### src/rtl/card_display_scan.sv
// Eight-slot card-rank display scanner with a sequential clear sweep.
// Optional highlight blinking is enabled by defining CARD_DISPLAY_BLINK_EN.
module card_display_scan #(
    parameter int COUNT_PERIOD = 100000,
    parameter int BLINK_PERIOD = 25000000
) (
    input  logic       clk_in,
    input  logic       rst_in,
    input  logic       load_valid_in,
    input  logic [2:0] load_idx_in,
    input  logic [3:0] load_rank_in,
    output logic       load_ready_out,
    input  logic       clear_in,
    input  logic [7:0] highlight_in,
    output logic [3:0] rank_out,
    input  logic [6:0] seg_in,
    output logic [6:0] cat_out,
    output logic [7:0] an_out
);

    localparam int CW = $clog2(COUNT_PERIOD);

    typedef enum logic {IDLE, CLEAR} state_t;

    state_t      state_q, state_d;
    logic [2:0]  clr_idx_q, clr_idx_d;
    logic [3:0]  slot_q [0:7];
    logic [3:0]  slot_d [0:7];
    logic [CW-1:0] cnt_q, cnt_d;
    logic [2:0]  digit_q, digit_d;
    logic [6:0]  cat_q, cat_d;
    logic [7:0]  an_q, an_d;

`ifdef CARD_DISPLAY_BLINK_EN
    localparam int BW = $clog2(BLINK_PERIOD);
    logic [BW-1:0] blink_cnt_q, blink_cnt_d;
    logic          phase_q, phase_d;
`else
    localparam int UNUSED_BLINK_PERIOD = BLINK_PERIOD;
    logic highlight_unused;
    assign highlight_unused = ^highlight_in;
`endif

    assign rank_out = slot_q[digit_q];
    assign cat_out  = cat_q;
    assign an_out   = an_q;

    // Clear wins over a simultaneous load; nothing is accepted while sweeping.
    assign load_ready_out = (state_q == IDLE) && !clear_in && !rst_in;

    always_comb begin
        state_d   = state_q;
        clr_idx_d = clr_idx_q;
        for (int i = 0; i < 8; i++) begin
            slot_d[i] = slot_q[i];
        end

        if (load_valid_in && load_ready_out) begin
            slot_d[load_idx_in] = load_rank_in;
        end

        case (state_q)
            IDLE: begin
                if (clear_in) begin
                    state_d   = CLEAR;
                    clr_idx_d = 3'd0;
                end
            end
            CLEAR: begin
                slot_d[clr_idx_q] = 4'd0;
                clr_idx_d         = clr_idx_q + 3'd1;
                if (clr_idx_q == 3'd7) begin
                    state_d = IDLE;
                end
            end
            default: state_d = IDLE;
        endcase
    end

    always_comb begin
        cnt_d   = cnt_q + CW'(1);
        digit_d = digit_q;
        if (cnt_q == CW'(COUNT_PERIOD - 1)) begin
            cnt_d   = '0;
            digit_d = digit_q + 3'd1;
        end

        cat_d = ~seg_in;
        // Counter at zero marks the first cycle of a digit: blank it to avoid ghosting.
        if (cnt_q == '0) begin
            an_d = 8'hFF;
        end else begin
            an_d = ~(8'b1 << digit_q);
        end

`ifdef CARD_DISPLAY_BLINK_EN
        blink_cnt_d = blink_cnt_q + BW'(1);
        phase_d     = phase_q;
        if (blink_cnt_q == BW'(BLINK_PERIOD - 1)) begin
            blink_cnt_d = '0;
            phase_d     = ~phase_q;
        end
        if (phase_q && highlight_in[digit_q]) begin
            an_d = 8'hFF;
        end
`endif
    end

    always_ff @(posedge clk_in) begin
        if (rst_in) begin
            state_q   <= IDLE;
            clr_idx_q <= 3'd0;
            for (int i = 0; i < 8; i++) begin
                slot_q[i] <= 4'd0;
            end
            cnt_q     <= '0;
            digit_q   <= 3'd0;
            cat_q     <= 7'h7F;
            an_q      <= 8'hFF;
        end else begin
            state_q   <= state_d;
            clr_idx_q <= clr_idx_d;
            for (int i = 0; i < 8; i++) begin
                slot_q[i] <= slot_d[i];
            end
            cnt_q     <= cnt_d;
            digit_q   <= digit_d;
            cat_q     <= cat_d;
            an_q      <= an_d;
        end
    end

`ifdef CARD_DISPLAY_BLINK_EN
    always_ff @(posedge clk_in) begin
        if (rst_in) begin
            blink_cnt_q <= '0;
            phase_q     <= 1'b0;
        end else begin
            blink_cnt_q <= blink_cnt_d;
            phase_q     <= phase_d;
        end
    end
`endif

endmodule
### config.mk
export PLATFORM = sky130hd
export DESIGN_NAME = card_display_scan
export DESIGN_NICKNAME = d
export VERILOG_FILES = /design/src/rtl/card_display_scan.sv
export SDC_FILE = /design/constraint.sdc
export NUM_CORES = 1
export LEC_CHECK = 0
export ABC_CLOCK_PERIOD_IN_PS = 3100
export BUFFER_PORTS_ARGS = -buffer_cell sky130_fd_sc_hd__buf_2
export CORE_UTILIZATION = 60
export CTS_CLUSTER_DIAMETER = 30
export CTS_CLUSTER_SIZE = 16
export DETAILED_ROUTE_END_ITERATION = 8
export GPL_ROUTABILITY_DRIVEN = 0
export HOLD_SLACK_MARGIN = 0.08
export PLACE_DENSITY = 0.83
export SYNTH_ARGS = -nofsm -noshare
export SYNTH_HDL_FRONTEND = slang
export SYNTH_SLANG_ARGS = --single-unit
### constraint.sdc
create_clock -name clk_in -period 3.1 [get_ports clk_in]
set_clock_uncertainty 0.15 [all_clocks]
set_input_delay 0.62 -clock clk_in [delete_from_list [all_inputs] [get_ports clk_in]]
set_output_delay 0.62 -clock clk_in [all_outputs]
set_load 0.02 [all_outputs]
==> reports/results.txt, run 1 <==
GR Util All Layers - 0.246
critical path's largest stage delay - 660 ps
simple-gate share of the synthesized area - 0.219
top_reg_cell synth - dfxtp_1
Cell Chain, Critical Path - mux4_2 -> mux2_2 -> buf_2
first-pass GRT wire length - 10.9 mm
Least-Margin Pin Slew - 659 ps
Pleak - 1.46 nW
Tmin final - 2840 ps
synthesized area - 3280 µm²
WP data arrival - 2070 ps
Std-Cell Core Area - 5170 µm²
Yosys reg bits - 74
maxcap violations - 0
htree depth - 3
final hold viol count - 0
setup violators final - 0
Final Util - 0.710
vias in the first global route - 2221
Clock Path Buffers - 2
startpoint types - flip-flop
RSZ-0062 raised after global routing - no
Skew-Pair Late Insertion Delay - 350 ps
largest net degree at the start of global routing - 22
Resized Gates After CTS - 0
Highest Signal Layer - met4
Worst Setup End Kind - output port
cts-stage hold buffer count - 0
post-synth net total - 347
Sum Neg Setup Slack - 0 ps
Die Wd - 75.9 µm
IO Pins - 46
worst vdd ir - 0.396 mV
routed vias/inst - 5.59
Synth Area in XOR/XNOR - 0.0374
initial antenna violation count - 0
Reg clk slew, reported paths - 70 ps
# rows - 26
Port Buffer Count - 37
P per Cell Area - 504 nW/µm²
commonest non-fill, non-tap cells in the layout - dfxtp_1, nor2_1, buf_2, mux2i_1, nand3_1
largest family of logic cells by synthesized area - simple AND/OR/NAND/NOR gates
Synth Area in Adders - 0.0381
asr flop ratio synth - 0
gr ovfl total - 0
Final ANT Viol Nets - 0
clk sinks - 74
vias - 2332
full die area - 5770 µm²
wire length on met1 - 2.77 mm
P&R area growth vs syn - 12.0%
DR pass1 iterations - 4
sequential area share after synthesis - 0.452
initial core utilization - 0.634
drt drc - 0
layout cells sized above 1 - 0.254
crit path max fanout - 8
complex-gate fraction of the synthesized area - 0.0362
crit path max-delay cell type - dfxtp_1
most common cell after layout, fill and taps aside - dfxtp_1
WS Path Type - reg -> out
Yosys cell types - 42
hold crit path type - in -> reg
Hold WS - 283 ps
Slew Limit Fails - 0
Worst slew margin - 0.554
Routed WL per cell - 15.5 µm
root buf cell - clkbuf_8
Final #Nets - 378
CTS tree - done
synthesized area per cell - 10.5 µm²
Syn Inst Count - 311
Die Ht - 75.9 µm
Post-CTS Setup Inserts - 0
outcome - finished clean
WL final - 6.45 mm
WP data required - 2330 ps
# diodes - 0
DPL Wire Length - 4.51 mm
DR WL met3 - 461 µm
met2 WL - 3.06 mm
final period utilization - 0.915
Num CTS Buffers - 9
multiplexer share of the synthesized area - 0.175
EDFF count, synth - 0
fmax - 352 MHz
Ys Warns - 0
DR iter-0 viols - 158
## per-layer routing
layer | global-route usage | up-vias
li1 | - | 1148
met1 | 0.310 | 1090
met2 | 0.392 | 75
met3 | 0.0711 | 19
met4 | 0.112 | 0
met5 | 0 | -
## critical path: cells and delay by family (launching register included)
family	cells	cell delay [ps]
buf+inv	1	160
flops	1	660
mux	2	900
## final timing paths
kind | endpoint | slack (ps) | cells past startpoint | start
max | rank_out[0] | 260 | 3 | flip-flop
min | cat_out[3] | 280 | 2 | seg_in[3]
max reg2reg | slot_q[2][3] | 820 | 4 | state_q
min reg2reg | an_out[5] | 310 | 1 | digit_q[2]
## power breakdown
| part | total (W) | switching [W] | leakage (nW) | internal (W) |
|---|---|---|---|---|
| clock | 0.000766 | 0.000351 | 0.0986 | 0.000414 |
| sequential | 0.000977 | 0.0000132 | 0.600 | 0.000964 |
| combinational | 0.000107 | 0.0000674 | 0.765 | 0.0000398 |
| total | 0.00185 | 0.000432 | 1.46 | 0.00142 |
## kinds of logic after synthesis
kind of cell / count (synthesis)
buf+inv: 28
xor+xnor: 14
simple gates: 122
flops: 74
mux: 47
compound gates: 16
fa+ha+maj: 10
## per-stage QoR
step	cells	power, W	cell area, µm²	setup WS (ps)
finish	417	0.00185	3670	262
global route	417	0.00192	3670	143
CTS	417	0.00186	3670	183
detailed placement	401	0.00111	3470	553
global placement	401	0.00110	3470	597
floorplan	311	0.00108	3280	768
## registers in the layout, summed over array words and instances (netlist names), named ones only
name and count:
cat_out 7, cnt_q 17, clr_idx_q 3, digit_q 3
an_out 8, slot_q 32, state_q 1
## cell usage after synthesis (3+ instances only)
master / instances / area, µm²
a21oi_1: 5 / 25.0
inv_1: 8 / 30.0
and4_1: 3 / 26.3
nand2b_1: 7 / 43.8
clkbuf_1: 16 / 60.1
mux2_2: 4 / 45.0
nor2_1: 47 / 176
nor4_1: 3 / 18.8
mux2i_1: 35 / 350
nor2_2: 10 / 62.6
a31o_2: 4 / 35.0
mux4_2: 8 / 180
dfxtp_1: 74 / 1480
a41o_1: 3 / 30.0
nand4_1: 6 / 37.5
nor3_1: 6 / 30.0
xor2_1: 6 / 52.6
xnor2_1: 8 / 70.1
nand3_1: 14 / 70.1
ha_1: 10 / 125
nand2_1: 7 / 26.3
## cell type report
| type | instances | area [µm²] |
|---|---|---|
| clock buffers | 12 | 155 |
| clock inverters | 4 | 50.0 |
| fillers | 374 | 1500 |
| inverters | 8 | 30.0 |
| multi-input cells | 209 | 1660 |
| flip-flops and latches | 74 | 1480 |
| well taps | 70 | 87.6 |
| repair buffers | 40 | 208 |
Power figures use the tool's default switching activity.
==> inputs of run 2 (changes only) <==
ABC_AREA = 1   (was unset)
==> run 2 against run 1 <==
Clock-buffer cell count shrank 2. Clock power grew 10%. Register-to-register slack gained 530 ps. Sequential power is essentially flat. Fmax grew 11%. Sequential share of layout area shrank 2.2 points. Via count grew 40%. Core utilization shrank 0.54 points.
==> reports/results.txt, run 2 <==
Cell Chain, Critical Path - buf_4 -> inv_1 -> o21ai_0 -> o22ai_1 -> nand2_1 -> nand2_1 -> buf_2
synthesized area - 3410 µm²
WS Path Type - reg -> out
GR Util All Layers - 0.275
WP data required - 2330 ps
clk sinks - 74
Syn Inst Count - 497
final hold viol count - 0
cts-stage hold buffer count - 0
post-synth net total - 533
Final ANT Viol Nets - 0
Std-Cell Core Area - 5510 µm²
Reg clk slew, reported paths - 80 ps
asr flop ratio synth - 0
WP data arrival - 1780 ps
routed vias/inst - 5.31
Port Buffer Count - 37
Post-Place Cells - 600
Largest delay share family, worst path - buffers and inverters
hold crit path type - in -> reg
Overall Power - 0.00195 W
layout cells sized above 1 - 0.112
EDFF count, synth - 0
outcome - finished clean
initial antenna violation count - 0
most common cell in the netlist - nor2_1
most common cell after layout, fill and taps aside - nor2_1
# diodes - 0
Tmin final - 2550 ps
IO Pins - 46
Ys Warns - 0
htree depth - 3
CTS tree - done
WL final - 7.79 mm
Worst path most repeated cell - nand2_1
Hold WS - 265 ps
Post-CTS Setup Inserts - 0
Resized Gates After CTS - 0
maxcap violations - 0
max FFs per register - 32
Largest Register - slot_q
critical path's largest stage delay - 340 ps
capturing point of the worst reg2reg path - cnt_q[7]
DR pass1 iterations - 5
synthesized area per cell - 6.86 µm²
Final WS setup - 549 ps
commonest non-fill, non-tap cells in the layout - nor2_1, nand2_1, dfxtp_1, inv_1, nand3_1
vias - 3273
dpl ws - 978 ps
Synth top area share - 0.434
root buf cell - clkbuf_8
reg2reg setup slack - 1350 ps
Pleak - 1.74 nW
gr ovfl total - 0
Clock Path Buffers - 2
initial core utilization - 0.619
P per Cell Area - 501 nW/µm²
Num CTS Buffers - 9
setup violators final - 0
Die Ht - 77.4 µm
fillers - 471
largest net degree at the start of global routing - 23
worst vdd ir - 0.270 mV
crit path max-delay cell type - inv_1
first-pass GRT wire length - 12.8 mm
sequential area share after synthesis - 0.434
Die Wd - 77.4 µm
synth cell count leaders - nor2_1, nand2_1, dfxtp_1
hold path cells - 2
DPL Wire Length - 5.58 mm
Worst Setup End Kind - output port
drt drc - 0
P&R area growth vs syn - 13.8%
crit path max fanout - 17
R2R depth - 8
Skew-Pair Late Insertion Delay - 350 ps
Yosys reg bits - 74
Post-Layout Cell Count - 616
RSZ-0062 raised after global routing - no
Final #Nets - 575
# rows - 27
DR iter-0 viols - 223
largest cells by area after synthesis - dfxtp_1, nor2_1, nand2_1
Routed WL per cell - 12.6 µm
cell accounting for the most synthesized area - dfxtp_1
Yosys cell types - 22
vias in the first global route - 2969
startpoint types - flip-flop
final period utilization - 0.823
Worst R2R Start - cnt_q[0]
Sum Neg Setup Slack - 0 ps
fmax - 392 MHz
top_reg_cell synth - dfxtp_1
Hold EP - cat_out[4]
HP Start - seg_in[4]
Slew Limit Fails - 0
Worst slew margin - 0.620
Least-Margin Pin Slew - 566 ps
full die area - 5990 µm²
sum of buffers and inverters on the critical path - 3
## run 2: cell count changes in the layout (fill, tap and decap cells not counted), moves of 8 or more
cell | before | now
mux4_2 | 8 | 0
nand2_1 | 7 | 106
mux2i_1 | 35 | 0
inv_1 | 8 | 54
nor2_1 | 47 | 119
nor2_2 | 10 | 0
nand3_1 | 14 | 46
a21oi_1 | 5 | 20
o21ai_0 | 1 | 20
o22ai_1 | 0 | 8
## run 2: power by group
part | internal, W | total [W] | switching, W
combinational | 0.0000384 | 0.000125 | 0.0000862
sequential | 0.000965 | 0.000976 | 0.0000108
clock | 0.000476 | 0.000845 | 0.000369
## run 2: worst reg2reg max path: cells and delay by family, from the launching register on
kind | cells | cell delay [ps]
buffers and inverters | 1 | 50
AO/OA/AOI/OAI | 1 | 70
adder cells (fa/ha/maj) | 1 | 230
flip-flops | 1 | 400
AND/OR/NAND/NOR | 5 | 730
## run 2: kinds of logic (layout without fill, tap and decap cells)
family | count (synthesis) | count (layout) | share of synthesized area
xor+xnor | 3 | 3 | 0.00771
simple gates | 297 | 297 | 0.369
compound gates | 50 | 50 | 0.0778
buf+inv | 63 | 110 | 0.0745
fa+ha+maj | 10 | 10 | 0.0367
flops | 74 | 74 | 0.434
## run 2: per-layer routing
layer | share of wire | global-route usage | up-vias
li1 | - | - | 1672
met4 | 0.027 | 0.160 | 0
met2 | 0.47 | 0.460 | 112
met5 | 0 | 0 | -
met3 | 0.061 | 0.0518 | 22
met1 | 0.44 | 0.329 | 1467
## run 2: per-stage QoR
stage | util | cell area [µm²]
final | 0.705 | 3880
after floorplan | - | 3410
after global placement | 0.663 | 3650
after global routing | 0.705 | 3880
after CTS | 0.705 | 3880
after detailed placement | 0.663 | 3650
## run 2: worst max path at each step
stage,start,endpoint,slack (ps),depth (start not counted)
floorplan,flip-flop,rank_out[0],1180,6
global placement,flip-flop,rank_out[3],980,7
detailed placement,flip-flop,rank_out[3],980,7
CTS,flip-flop,rank_out[3],590,7
global route,flip-flop,rank_out[3],440,7
finish,flip-flop,rank_out[3],550,7
## run 2: area by class of cell
type / count / area, µm² / share of cell area
Multi-Input combinational cell: 360 / 1680 / 0.432
Inverter: 55 / 206 / 0.0532
Clock buffer: 10 / 138 / 0.0355
Clock inverter: 6 / 90.1 / 0.0232
Tap cell: 72 / 90.1 / 0.0232
Sequential cell: 74 / 1480 / 0.382
Timing Repair Buffer: 39 / 200 / 0.0516
==> inputs of run 3 (changes only) <==
ABC_CLOCK_PERIOD_IN_PS = 2350   (was 3100)
CORE_UTILIZATION = 57   (was 60)
PLACE_DENSITY = 0.79   (was 0.83)
clock period = 2.35 ns   (was 3.1 ns; I/O delays follow)
==> run 3 against run 2 <==
Design area rose by 0.32%. Critical path type unchanged. Clock power rose by 41%. Sequential power rose by 32%. Total power rose by 36%. Critical path depth fell by 1. Die area rose by 5.1%.
==> reports/results.txt, run 3 (synthesized netlist as in run 2, its figures left out) <==
# rows - 27
HP Start - seg_in[5]
initial core utilization - 0.605
Hold EP - cat_out[5]
WP data required - 1730 ps
vias - 3264
routed vias/inst - 5.31
fmax - 455 MHz
DR iter-0 viols - 267
WL final - 7.63 mm
Routed WL per cell - 12.4 µm
Die Wd - 79.4 µm
P&R area growth vs syn - 14.2%
capturing point of the worst reg2reg path - cnt_q[12]
setup violators final - 0
Least-Margin Pin Slew - 580 ps
commonest non-fill, non-tap cells in the layout - nor2_1, nand2_1, dfxtp_1, inv_1, nand3_1
routing usage on met1 - 0.347
Die Ht - 79.4 µm
design area - 3890 µm²
Largest delay share family, worst path - buffers and inverters
Sw Share - 0.224
WP data arrival - 1580 ps
final period utilization - 0.935
internal power - 0.00205 W
Reg clk slew, reported paths - 70 ps
hold path cells - 2
maxcap violations - 0
Worst slew margin - 0.610
Overall Power - 0.00264 W
most common cell after layout, fill and taps aside - nor2_1
Register Area - 1480 µm²
cts-stage hold buffer count - 0
full die area - 6300 µm²
Final ANT Viol Nets - 0
RSZ-0062 raised after global routing - no
Post-Place Cells - 600
Num CTS Buffers - 9
layout cells sized above 1 - 0.110
Worst R2R Start - cnt_q[0]
crit path max-delay cell type - dfxtp_1
# diodes - 0
Final #Nets - 575
max FFs per register - 32
outcome - finished clean
R2R depth - 8
Worst path most repeated cell - nand2_1
Port Buffer Count - 37
WS Path Type - reg -> out
Largest Register - slot_q
met2 GRT Util - 0.414
Combinational Power Share - 0.062
Skew-Pair Late Insertion Delay - 350 ps
clk sinks - 74
Cell Chain, Critical Path - inv_1 -> o21ai_0 -> o22ai_1 -> nand2_1 -> nand2_1 -> buf_2
power share of the clock group - 0.450
Slew Limit Fails - 0
GRT Max-Usage Layer - met2
DPL Wire Length - 5.47 mm
root buf cell - clkbuf_8
CTS tree - done
P per Cell Area - 679 nW/µm²
fillers - 509
Clock Path Buffers - 2
Post-CTS Setup Inserts - 0
DR pass1 iterations - 6
area post-placement - 3650 µm²
sum of buffers and inverters on the critical path - 2
Worst Setup End Kind - output port
reg2reg setup slack - 610 ps
vias in the first global route - 2799
Std-Cell Core Area - 5640 µm²
hold crit path type - in -> reg
final hold viol count - 0
Pleak - 1.75 nW
largest net degree at the start of global routing - 23
Net Switching - 0.000593 W
drt drc - 0
startpoint types - flip-flop
htree depth - 3
IO Pins - 46
Sum Neg Setup Slack - 0 ps
Resized Gates After CTS - 0
worst vdd ir - 0.382 mV
multi-input combinational cell area - 1680 µm²
Post-Layout Cell Count - 615
critical path's largest stage delay - 310 ps
gr ovfl total - 0
crit path max fanout - 16
first-pass GRT wire length - 12.6 mm
initial antenna violation count - 0
Tmin final - 2200 ps
GR Util All Layers - 0.262
sequential fraction of design power - 0.487
GR Layer Usage met3 - 0.0414
==> run 3: changes by cell type in the layout (fill, tap and decap cells not counted), sizes merged <==
cell    change
clkinv      -2
bufinv      +1
==> run 3: worst max path at each step <==
stage                    from      endpoint  cells after the start
floorplan           flip-flop   rank_out[0]                      6
global placement       rst_in  slot_q[7][0]                      6
detailed placement     rst_in  slot_q[7][1]                      6
CTS                 flip-flop   rank_out[0]                      6
global route        flip-flop   rank_out[2]                      6
finish              flip-flop   rank_out[2]                      6
==> run 3: cell type report <==
class	instances	area share
clock buffers	10	0.0353
repair buffers	39	0.0514
clock inverters	5	0.0263
multi-input cells	360	0.430
flip-flops and latches	74	0.380
inverters	55	0.0530
well taps	72	0.0231
==> run 3: stage by stage <==
stage / setup WS [ps] / hold WS, ps / utilization
after floorplan: 584 / 288 / -
after global placement: 551 / 296 / 0.648
after detailed placement: 496 / 310 / 0.648
final: 152 / 121 / 0.690
after global routing: 19.3 / 115 / 0.690
after CTS: 174 / 115 / 0.690
==> run 3: per-layer routing <==
metal  part of all wire  wire length [µm]
met5                  0                 0
met4              0.017               127
met3              0.061               464
met2               0.46              3480
met1               0.47              3560
==> run 3: power groups by stage <==
stage          clock, W  sequential, W  combinational [W]
6_report        0.00119        0.00129           0.000165
5_1_grt         0.00126        0.00129           0.000184
4_1_cts         0.00120        0.00129           0.000163
3_5_place_dp          0        0.00132           0.000162
3_3_place_gp          0        0.00132           0.000159
2_1_floorplan         0        0.00133           0.000101
